<file path="src/rtl/apb_master_bridge.sv">
// rtl/apb_master_bridge.sv - valid/ready command stream to single APB transfers
// One transfer in flight at a time; wait states bounded by TIMEOUT_CYCLES.
`timescale 1ns/1ps
module apb_master_bridge #(
  parameter int TIMEOUT_CYCLES = 16
) (
  input  logic        pclk,
  input  logic        preset,
  input  logic        cmd_valid,
  output logic        cmd_ready,
  input  logic        cmd_write,
  input  logic [31:0] cmd_addr,
  input  logic [31:0] cmd_wdata,
  output logic        rsp_valid,
  input  logic        rsp_ready,
  output logic [31:0] rsp_rdata,
  output logic        rsp_err,
  output logic        rsp_timeout,
  output logic        psel,
  output logic        penable,
  output logic        pwrite,
  output logic [31:0] paddr,
  output logic [31:0] pwdata,
  input  logic [31:0] prdata,
  input  logic        pready,
  input  logic        pslverr
);

  localparam int CW = $clog2(TIMEOUT_CYCLES + 1);
  localparam logic [CW-1:0] CNT_LAST = CW'(TIMEOUT_CYCLES - 1);

  typedef enum logic [1:0] {IDLE, SETUP, ACCESS, RESP} state_t;

  state_t        state, state_next;
  logic [CW-1:0] count, count_next;
  logic          psel_next, penable_next, pwrite_next;
  logic [31:0]   paddr_next, pwdata_next, rsp_rdata_next;
  logic          rsp_valid_next, rsp_err_next, rsp_timeout_next;

  always_ff @(posedge pclk) begin
    if (preset) begin
      state       <= IDLE;
      count       <= '0;
      psel        <= 1'b0;
      penable     <= 1'b0;
      pwrite      <= 1'b0;
      paddr       <= '0;
      pwdata      <= '0;
      rsp_valid   <= 1'b0;
      rsp_rdata   <= '0;
      rsp_err     <= 1'b0;
      rsp_timeout <= 1'b0;
    end else begin
      state       <= state_next;
      count       <= count_next;
      psel        <= psel_next;
      penable     <= penable_next;
      pwrite      <= pwrite_next;
      paddr       <= paddr_next;
      pwdata      <= pwdata_next;
      rsp_valid   <= rsp_valid_next;
      rsp_rdata   <= rsp_rdata_next;
      rsp_err     <= rsp_err_next;
      rsp_timeout <= rsp_timeout_next;
    end
  end

  always_comb begin
    cmd_ready        = (state == IDLE) && !preset;
    state_next       = state;
    count_next       = count;
    psel_next        = psel;
    penable_next     = penable;
    pwrite_next      = pwrite;
    paddr_next       = paddr;
    pwdata_next      = pwdata;
    rsp_valid_next   = rsp_valid;
    rsp_rdata_next   = rsp_rdata;
    rsp_err_next     = rsp_err;
    rsp_timeout_next = rsp_timeout;

    case (state)
      IDLE: begin
        if (cmd_valid && cmd_ready) begin
          pwrite_next  = cmd_write;
          paddr_next   = cmd_addr;
          pwdata_next  = cmd_wdata;
          psel_next    = 1'b1;
          penable_next = 1'b0;
          count_next   = '0;
          state_next   = SETUP;
        end
      end
      SETUP: begin
        penable_next = 1'b1;
        state_next   = ACCESS;
      end
      ACCESS: begin
        if (pready) begin
          // pslverr only means anything alongside pready
          rsp_rdata_next   = pwrite ? 32'h0 : prdata;
          rsp_err_next     = pslverr;
          rsp_timeout_next = 1'b0;
          psel_next        = 1'b0;
          penable_next     = 1'b0;
          rsp_valid_next   = 1'b1;
          state_next       = RESP;
        end else if (count == CNT_LAST) begin
          rsp_rdata_next   = 32'h0;
          rsp_err_next     = 1'b1;
          rsp_timeout_next = 1'b1;
          psel_next        = 1'b0;
          penable_next     = 1'b0;
          rsp_valid_next   = 1'b1;
          state_next       = RESP;
        end else begin
          count_next = count + CW'(1);
        end
      end
      RESP: begin
        if (rsp_ready) begin
          rsp_valid_next = 1'b0;
          state_next     = IDLE;
        end
      end
      default: state_next = IDLE;
    endcase
  end

endmodule
</file>
<file path="config.mk">
export PLATFORM = sky130hd
export DESIGN_NAME = apb_master_bridge
export DESIGN_NICKNAME = d
export VERILOG_FILES = /design/src/rtl/apb_master_bridge.sv
export SDC_FILE = /design/constraint.sdc
export NUM_CORES = 1
export LEC_CHECK = 0
export BUFFER_PORTS_ARGS = -buffer_cell sky130_fd_sc_hd__buf_2
export CAP_MARGIN = 20
export CORE_MARGIN = 1.5
export CORE_UTILIZATION = 41
export DETAILED_ROUTE_END_ITERATION = 6
export PLACE_DENSITY = 0.76
export REMOVE_ABC_BUFFERS = 1
export SETUP_SLACK_MARGIN = 0.15
export SYNTH_ARGS = -nofsm -noshare
export SYNTH_HDL_FRONTEND = slang
export SYNTH_SLANG_ARGS = --single-unit
</file>
<file path="constraint.sdc">
create_clock -name pclk -period 1.6 [get_ports pclk]
set_input_delay 0.24 -clock pclk [delete_from_list [all_inputs] [get_ports pclk]]
set_output_delay 0.24 -clock pclk [all_outputs]
set_load 0.03 [all_outputs]
</file>
==> metrics.txt, run 1 <==
# TYPE chip_impl_metric gauge
chip_impl_metric{name="drc",unit=""} 0
chip_impl_metric{name="drt_iter0_drc",unit=""} 77
chip_impl_metric{name="cts_hold_buffers",unit=""} 0
chip_impl_metric{name="power_per_cell_area",unit="nW/um^2"} 1450
chip_impl_metric{name="edff_count_synth",unit=""} 0
chip_impl_metric{name="synth_cell_type_count",unit=""} 35
chip_impl_metric{name="power.leakage",unit="nW"} 2.69
chip_impl_metric{name="grt_max_degree",unit=""} 46
chip_impl_metric{name="layout-area-overhead-vs-synth",unit="%"} 45.4
chip_impl_metric{name="yosys_warnings",unit=""} 0
chip_impl_metric{name="rrSetupSlack",unit="ps"} -50
chip_impl_metric{name="post_syn_instances",unit=""} 472
chip_impl_metric{name="ant_nets",unit=""} 0
chip_impl_metric{name="setup-tns-final",unit="ps"} -783
chip_impl_metric{name="io_buffer_count",unit=""} 205
chip_impl_metric{name="final_layout_size_suffix_gt1_share",unit="%"} 42.2
chip_impl_metric{name="postSynth.asyncResetShare",unit="%"} 0
chip_impl_metric{name="post-dp-hpwl",unit="mm"} 7.61
chip_impl_metric{name="die-height",unit="um"} 102
chip_impl_metric{name="critical_path_required",unit="ps"} 1900
chip_impl_metric{name="cts_buffer_depth",unit=""} 2
chip_impl_info{name="crit_end",value="rsp_rdata[18]"} 1
chip_impl_metric{name="cts_inserted_buffers",unit=""} 9
chip_impl_metric{name="drt_wl_total",unit="mm"} 11.1
chip_impl_metric{name="cp.arrival",unit="ps"} 1950
chip_impl_info{name="postSynth.topFlopCell",value="dfxtp_1"} 1
chip_impl_metric{name="netlist_area",unit="um^2"} 4030
chip_impl_metric{name="io_pins",unit=""} 206
chip_impl_info{name="worstSetupStartpoint",value="count[0]"} 1
chip_impl_metric{name="synth_seq_area_share",unit="%"} 54.1
chip_impl_metric{name="floorplan.die_area",unit="um^2"} 10400
chip_impl_metric{name="insertion_delay",unit="ps"} 360
chip_impl_metric{name="rows",unit=""} 36
chip_impl_metric{name="max_h_tree_level",unit=""} 3
chip_impl_metric{name="relSlewSlack",unit="%"} 60.4
chip_impl_metric{name="cts.sink_count",unit=""} 109
chip_impl_metric{name="max_slew.worst_pin.slew",unit="ps"} 592
chip_impl_metric{name="vias",unit=""} 4022
chip_impl_metric{name="detail_route.vias_per_cell",unit=""} 4.88
chip_impl_metric{name="final_period_minus_worst_setup_slack",unit="ps"} 1650
chip_impl_info{name="min-delay-path-class",value="in2reg"} 1
chip_impl_metric{name="path_clk_slew",unit="ps"} 100
chip_impl_metric{name="post-route-worst-setup-slack",unit="ps"} -54.5
chip_impl_info{name="layout_commonest_cell",value="buf_2"} 1
chip_impl_metric{name="report.final.slew_viol_count",unit=""} 0
chip_impl_metric{name="final.setup_skew",unit="ps"} 12.5
chip_impl_metric{name="setup_viol",unit=""} 36
chip_impl_info{name="r2r-start",value="count[0]"} 1
chip_impl_metric{name="dpl_worst_slack",unit="ps"} -216
chip_impl_metric{name="maxCapViolCount",unit=""} 0
chip_impl_metric{name="worst_ir_drop_vdd",unit="uV"} 722
chip_impl_info{name="tritoncts",value="built"} 1
chip_impl_info{name="failed_checks",value="setup timing"} 1
chip_impl_metric{name="final_nets",unit=""} 798
chip_impl_metric{name="wire_per_inst",unit="um"} 13.4
chip_impl_metric{name="r2r.worst_path.cells",unit=""} 8
chip_impl_metric{name="critPathMaxFanout",unit=""} 8
chip_impl_metric{name="timing.fmax",unit="GHz"} 0.604
chip_impl_metric{name="grt_antenna_before_repair",unit=""} 0
chip_impl_metric{name="post-route-period-util",unit="%"} 103
chip_impl_metric{name="floorplan.initialDensity",unit="%"} 41.8
chip_impl_metric{name="drt_pass1_iterations",unit=""} 5
chip_impl_metric{name="syn_area_per_cell",unit="um^2"} 8.54
chip_impl_metric{name="design.core.area",unit="um^2"} 9640
chip_impl_metric{name="finalHoldViolCount",unit=""} 0
chip_impl_info{name="cp-end-kind",value="flip-flop"} 1
chip_impl_metric{name="grt.overflow.total",unit=""} 0
chip_impl_metric{name="final_util",unit="%"} 60.8
chip_impl_metric{name="die_w",unit="um"} 102
chip_impl_info{name="critPathKind",value="reg2reg"} 1
chip_impl_metric{name="place_congestion",unit=""} 0.798
chip_impl_info{name="rsz0062_at_grt",value="true"} 1
chip_impl_info{name="critPathLaunchType",value="flip-flop"} 1
chip_impl_metric{name="fin_total_pwr",unit="W"} 0.00851
chip_impl_info{name="run_status",value="finished with violations"} 1
chip_impl_metric{name="grt_first_pass_wirelength",unit="mm"} 15.8
chip_impl_metric{name="total_routing_resource_utilization_after_global_routing",unit="%"} 19.4
chip_impl_info{name="worst_r2r_endpoint",value="rsp_rdata[18]"} 1
chip_impl_info{name="cts.root.buffer_cell",value="clkbuf_8"} 1
chip_impl_metric{name="postSynthRegisterBits",unit=""} 109
chip_impl_info{name="most-common-layout-cells",value="buf_2 (204), nand2_1 (135), dfxtp_1 (105), o21ai_0 (65), nor2_1 (34)"} 1
chip_impl_metric{name="grt_pass1_vias",unit=""} 3614
chip_impl_metric{name="diodes_inserted",unit=""} 0
[logic make-up after synthesis]
group / Yosys count / share of synthesized area, %
multiplexers: 2 / 0.497
flip-flops: 109 / 54.1
AO/OA/AOI/OAI: 122 / 18.3
buffers and inverters: 41 / 5.43
adder cells (fa/ha/maj): 8 / 2.48
AND/OR/NAND/NOR: 190 / 19.1
[power by group]
group,internal [W],leakage [nW],total (W),switching (W)
clock network,0.00109,0.124,0.00199,0.000900
logic,0.00109,1.67,0.00305,0.00196
registers,0.00320,0.892,0.00347,0.000264
[layer usage]
| metal | share of wire, % | GRT usage, % | routed length, um |
|---|---|---|---|
| met5 | 0 | 0 | 0 |
| met4 | 1.7 | 9.38 | 191 |
| met3 | 9.7 | 6.70 | 1070 |
| met2 | 48 | 34.0 | 5380 |
| met1 | 40 | 20.8 | 4450 |
[how the worst min path moves through the flow]
stage | end | from | slack, ps | depth (start not counted)
6_report | pwdata[20] | cmd_wdata[20] | 60 | 3
5_1_grt | paddr[11] | cmd_addr[11] | 50 | 3
4_1_cts | pwdata[7] | cmd_wdata[7] | 40 | 3
3_5_place_dp | paddr[11] | cmd_addr[11] | 440 | 3
3_3_place_gp | paddr[19] | cmd_addr[19] | 430 | 3
2_1_floorplan | state[0] | preset | 300 | 1
[worst max-delay path: stages (launching register included)]
cell and delay (ps):
dfxtp_4 370, ha_4 150, and3_4 180, ha_4 170
buf_6 120, o21ai_4 230, buf_6 200, a22oi_2 70
nor2_1 110
[area by class of cell]
| cell class | count | area (um^2) |
|---|---|---|
| clock buffer | 11 | 141 |
| clock inverter | 5 | 108 |
| fill | 821 | 3780 |
| inverter | 6 | 27.5 |
| multi-input combinational | 322 | 1800 |
| sequential | 109 | 2190 |
| tap | 133 | 166 |
| timing repair buffer | 239 | 1430 |
[stage by stage]
stage,instance area (um^2),cells,hold slack (ps)
global route,5860,825,45.2
global placement,5290,797,432
CTS,5690,816,38.0
finish,5860,825,63.3
detailed placement,5290,797,439
floorplan,3830,437,305
[sequential cells by signal, indices dropped and copies added (netlist names)]
| signal | flops |
|---|---|
| count | 5 |
| paddr | 32 |
| penable | 1 |
| psel | 1 |
| pwdata | 32 |
| pwrite | 1 |
| rsp_err | 1 |
| rsp_rdata | 32 |
| rsp_timeout | 1 |
| rsp_valid | 1 |
| state | 2 |
[synthesized netlist by cell type (3+ instances only)]
library cell	number	area, um^2
nand2_1	135	507
nor2_1	35	131
a31oi_1	4	25.0
buf_4	12	90.1
a21oi_1	4	20.0
clkbuf_2	3	15.0
inv_1	5	18.8
nor2b_1	4	25.0
a22oi_1	32	240
nand2b_1	5	31.3
buf_2	7	35.0
ha_1	8	100
dfxtp_1	109	2180
nand3_1	3	15.0
o21ai_0	69	345
clkbuf_1	12	45.0
[repair_timing]
action,4_1_cts,5_1_grt
setup endpoints to repair,106,50
gates resized for setup,40,13
gates cloned,0,2
pin swaps,9,11
buffers inserted,3,7
Power figures use the tool's default switching activity.
==> inputs of run 2 (changes only) <==
--- a/config.mk
+++ b/config.mk
@@ -7,12 +7,13 @@
 export LEC_CHECK = 0
 export BUFFER_PORTS_ARGS = -buffer_cell sky130_fd_sc_hd__buf_2
 export CAP_MARGIN = 20
-export CORE_MARGIN = 1.5
+export CORE_ASPECT_RATIO = 0.7
+export CORE_MARGIN = 2
 export CORE_UTILIZATION = 41
 export DETAILED_ROUTE_END_ITERATION = 6
 export PLACE_DENSITY = 0.76
 export REMOVE_ABC_BUFFERS = 1
-export SETUP_SLACK_MARGIN = 0.15
+export SETUP_SLACK_MARGIN = 0.5
 export SYNTH_ARGS = -nofsm -noshare
 export SYNTH_HDL_FRONTEND = slang
 export SYNTH_SLANG_ARGS = --single-unit
==> metrics.txt, run 2 (same netlist as run 1, synthesis figures left out) <==
# TYPE chip_impl_metric gauge
chip_impl_info{name="critical-path-slowest-cell",value="dfxtp_2"} 1
chip_impl_metric{name="vias",unit=""} 4216
chip_impl_metric{name="power_per_cell_area",unit="nW/um^2"} 1420
chip_impl_metric{name="final_nets",unit=""} 808
chip_impl_metric{name="cts_inserted_buffers",unit=""} 9
chip_impl_info{name="r2r-start",value="count[0]"} 1
chip_impl_info{name="rsz0062_at_grt",value="true"} 1
chip_impl_metric{name="setup_viol",unit=""} 38
chip_impl_metric{name="place_congestion",unit=""} 0.848
chip_impl_info{name="tritoncts",value="built"} 1
chip_impl_metric{name="die-height",unit="um"} 87.0
chip_impl_info{name="most-common-layout-cells",value="nand2_1 (113), buf_2 (102), buf_6 (99), dfxtp_2 (79)"} 1
chip_impl_metric{name="io_buffer_count",unit=""} 205
chip_impl_metric{name="min_path_cells",unit=""} 3
chip_impl_metric{name="fin_area",unit="um^2"} 6870
chip_impl_info{name="critPathKind",value="reg2reg"} 1
chip_impl_metric{name="design.core.area",unit="um^2"} 9650
chip_impl_info{name="cts.root.buffer_cell",value="clkbuf_16"} 1
chip_impl_metric{name="path_clk_slew",unit="ps"} 80
chip_impl_metric{name="drt_iter0_drc",unit=""} 202
chip_impl_metric{name="grt.overflow.total",unit=""} 0
chip_impl_metric{name="dpl.cell_count",unit=""} 788
chip_impl_info{name="critPathLaunchType",value="flip-flop"} 1
chip_impl_info{name="crit_chain",value="ha_4 > and3_4 > ha_4 > buf_4 > o21ai_2 > buf_12 > a22oi_1 > nor2_1"} 1
chip_impl_metric{name="wire_per_inst",unit="um"} 15.8
chip_impl_metric{name="worst_ir_drop_vdd",unit="uV"} 812
chip_impl_metric{name="post-route-period-util",unit="%"} 106
chip_impl_metric{name="power.leakage",unit="nW"} 2.99
chip_impl_info{name="path_common_cell",value="ha_4"} 1
chip_impl_info{name="run_status",value="finished with violations"} 1
chip_impl_info{name="largest_registers",value="paddr x32, pwdata x32, rsp_rdata x32"} 1
chip_impl_metric{name="grt_max_degree",unit=""} 33
chip_impl_metric{name="drc",unit=""} 0
chip_impl_metric{name="critPathMaxFanout",unit=""} 32
chip_impl_metric{name="drt_pass1_iterations",unit=""} 5
chip_impl_metric{name="ant_nets",unit=""} 0
chip_impl_metric{name="post-dp-hpwl",unit="mm"} 7.52
chip_impl_metric{name="max_h_tree_level",unit=""} 3
chip_impl_metric{name="grt_first_pass_wirelength",unit="mm"} 17.5
chip_impl_metric{name="final.hold.worst_slack",unit="ps"} 87.4
chip_impl_metric{name="fillCellCount",unit=""} 692
chip_impl_metric{name="critical_path_required",unit="ps"} 1870
chip_impl_metric{name="finalHoldViolCount",unit=""} 0
chip_impl_metric{name="dpl_cell_area",unit="um^2"} 5240
chip_impl_metric{name="final_layout_size_suffix_gt1_share",unit="%"} 55.8
chip_impl_metric{name="layout-area-overhead-vs-synth",unit="%"} 70.5
chip_impl_metric{name="rows",unit=""} 30
chip_impl_metric{name="floorplan.die_area",unit="um^2"} 10700
chip_impl_info{name="failed_checks",value="setup timing"} 1
chip_impl_metric{name="cts_hold_buffers",unit=""} 0
chip_impl_metric{name="final_util",unit="%"} 71.3
chip_impl_metric{name="report.final.slew_viol_count",unit=""} 0
chip_impl_metric{name="grt_antenna_before_repair",unit=""} 0
chip_impl_metric{name="floorplan.initialDensity",unit="%"} 41.8
chip_impl_metric{name="r2r.worst_path.cells",unit=""} 8
chip_impl_metric{name="detail_route.vias_per_cell",unit=""} 5.08
chip_impl_metric{name="maxCapViolCount",unit=""} 0
chip_impl_metric{name="grt_pass1_vias",unit=""} 3848
chip_impl_info{name="cp-end-kind",value="flip-flop"} 1
chip_impl_metric{name="insertion_delay",unit="ps"} 340
chip_impl_info{name="worstSetupStartpoint",value="count[0]"} 1
chip_impl_metric{name="diodes_inserted",unit=""} 0
chip_impl_metric{name="io_pins",unit=""} 206
chip_impl_metric{name="max_slew.worst_pin.slew",unit="ps"} 534
chip_impl_metric{name="max_stage_delay",unit="ps"} 340
chip_impl_metric{name="die_w",unit="um"} 123
chip_impl_metric{name="post-route-worst-setup-slack",unit="ps"} -101
chip_impl_metric{name="relSlewSlack",unit="%"} 64.4
chip_impl_metric{name="cts.sink_count",unit=""} 109
chip_impl_info{name="min-delay-path-class",value="in2reg"} 1
chip_impl_metric{name="total_routing_resource_utilization_after_global_routing",unit="%"} 20.3
chip_impl_metric{name="timing.fmax",unit="GHz"} 0.588
chip_impl_metric{name="final.setup_skew",unit="ps"} 7.58
chip_impl_metric{name="cp.arrival",unit="ps"} 1970
chip_impl_metric{name="dpl_worst_slack",unit="ps"} -252
chip_impl_info{name="hold_path.startpoint",value="cmd_addr[21]"} 1
chip_impl_metric{name="final_period_minus_worst_setup_slack",unit="ps"} 1700
chip_impl_metric{name="cts_buffer_depth",unit=""} 2
chip_impl_metric{name="final-instance-count-excl-fill",unit=""} 830
chip_impl_info{name="layout_commonest_cell",value="nand2_1"} 1
chip_impl_metric{name="drt_wl_total",unit="mm"} 13.1
==> run 2: cell count changes in the layout (fill, tap and decap cells not counted), sizes merged <==
cell / delta
inv: +3
buf: +5
bufinv: -2
clkbuf: +3
clkinvlp: +1
==> run 2: metrics by stage <==
step                      TNS (ps)  total power (W)
final                        -1710          0.00978
after global routing         -4430           0.0102
after CTS                     -142          0.00882
after detailed placement     -4040          0.00617
after global placement       -1330          0.00610
after floorplan            -126810          0.00518
==> run 2: area by class of cell <==
class | count | area, um^2 | area share (%)
repair buffers | 249 | 2300 | 33.5
flip-flops and latches | 109 | 2280 | 33.2
multi-input cells | 322 | 1800 | 26.2
clock buffers | 9 | 225 | 3.28
well taps | 128 | 160 | 2.33
clock inverters | 7 | 80.1 | 1.16
inverters | 6 | 25.0 | 0.364
==> run 2: path summary, 6_finish.rpt <==
path	endpoint	slack, ps
setup / recovery	rsp_rdata[2]	-100
hold / removal	paddr[21]	90
setup reg to reg	rsp_rdata[2]	-100
hold reg to reg	paddr[29]	450
==> run 2: timing repair <==
action                     CTS  global route
resized for setup           95           390
buffers inserted            11             3
setup endpoints to repair  212           212
cloned                       3             9
pin swaps                   31             2
==> run 2: critical path, delay by kind of cell (launching register included) <==
kind,cells,cell delay [ps]
and+or+nand+nor,2,310
buffers and inverters,2,360
AOI/OAI and AO/OA,2,280
adders and majority gates,2,330
DFF,1,340
==> run 2: per-layer routing <==
layer / part of all wire, % / track usage, % / routed length, um
met5: 0 / 0 / 0
met2: 53 / 34.9 / 6890
met1: 41 / 25.1 / 5310
met4: 1.5 / 6.06 / 192
met3: 5.3 / 5.37 / 694
==> run 2: report_power, final <==
part	switching (W)	total (W)	internal, W	leakage [nW]
sequential	0.000362	0.00364	0.00328	0.925
clock	0.00103	0.00227	0.00124	0.148
combinational	0.00208	0.00387	0.00179	1.91
total	0.00348	0.00978	0.00630	2.99
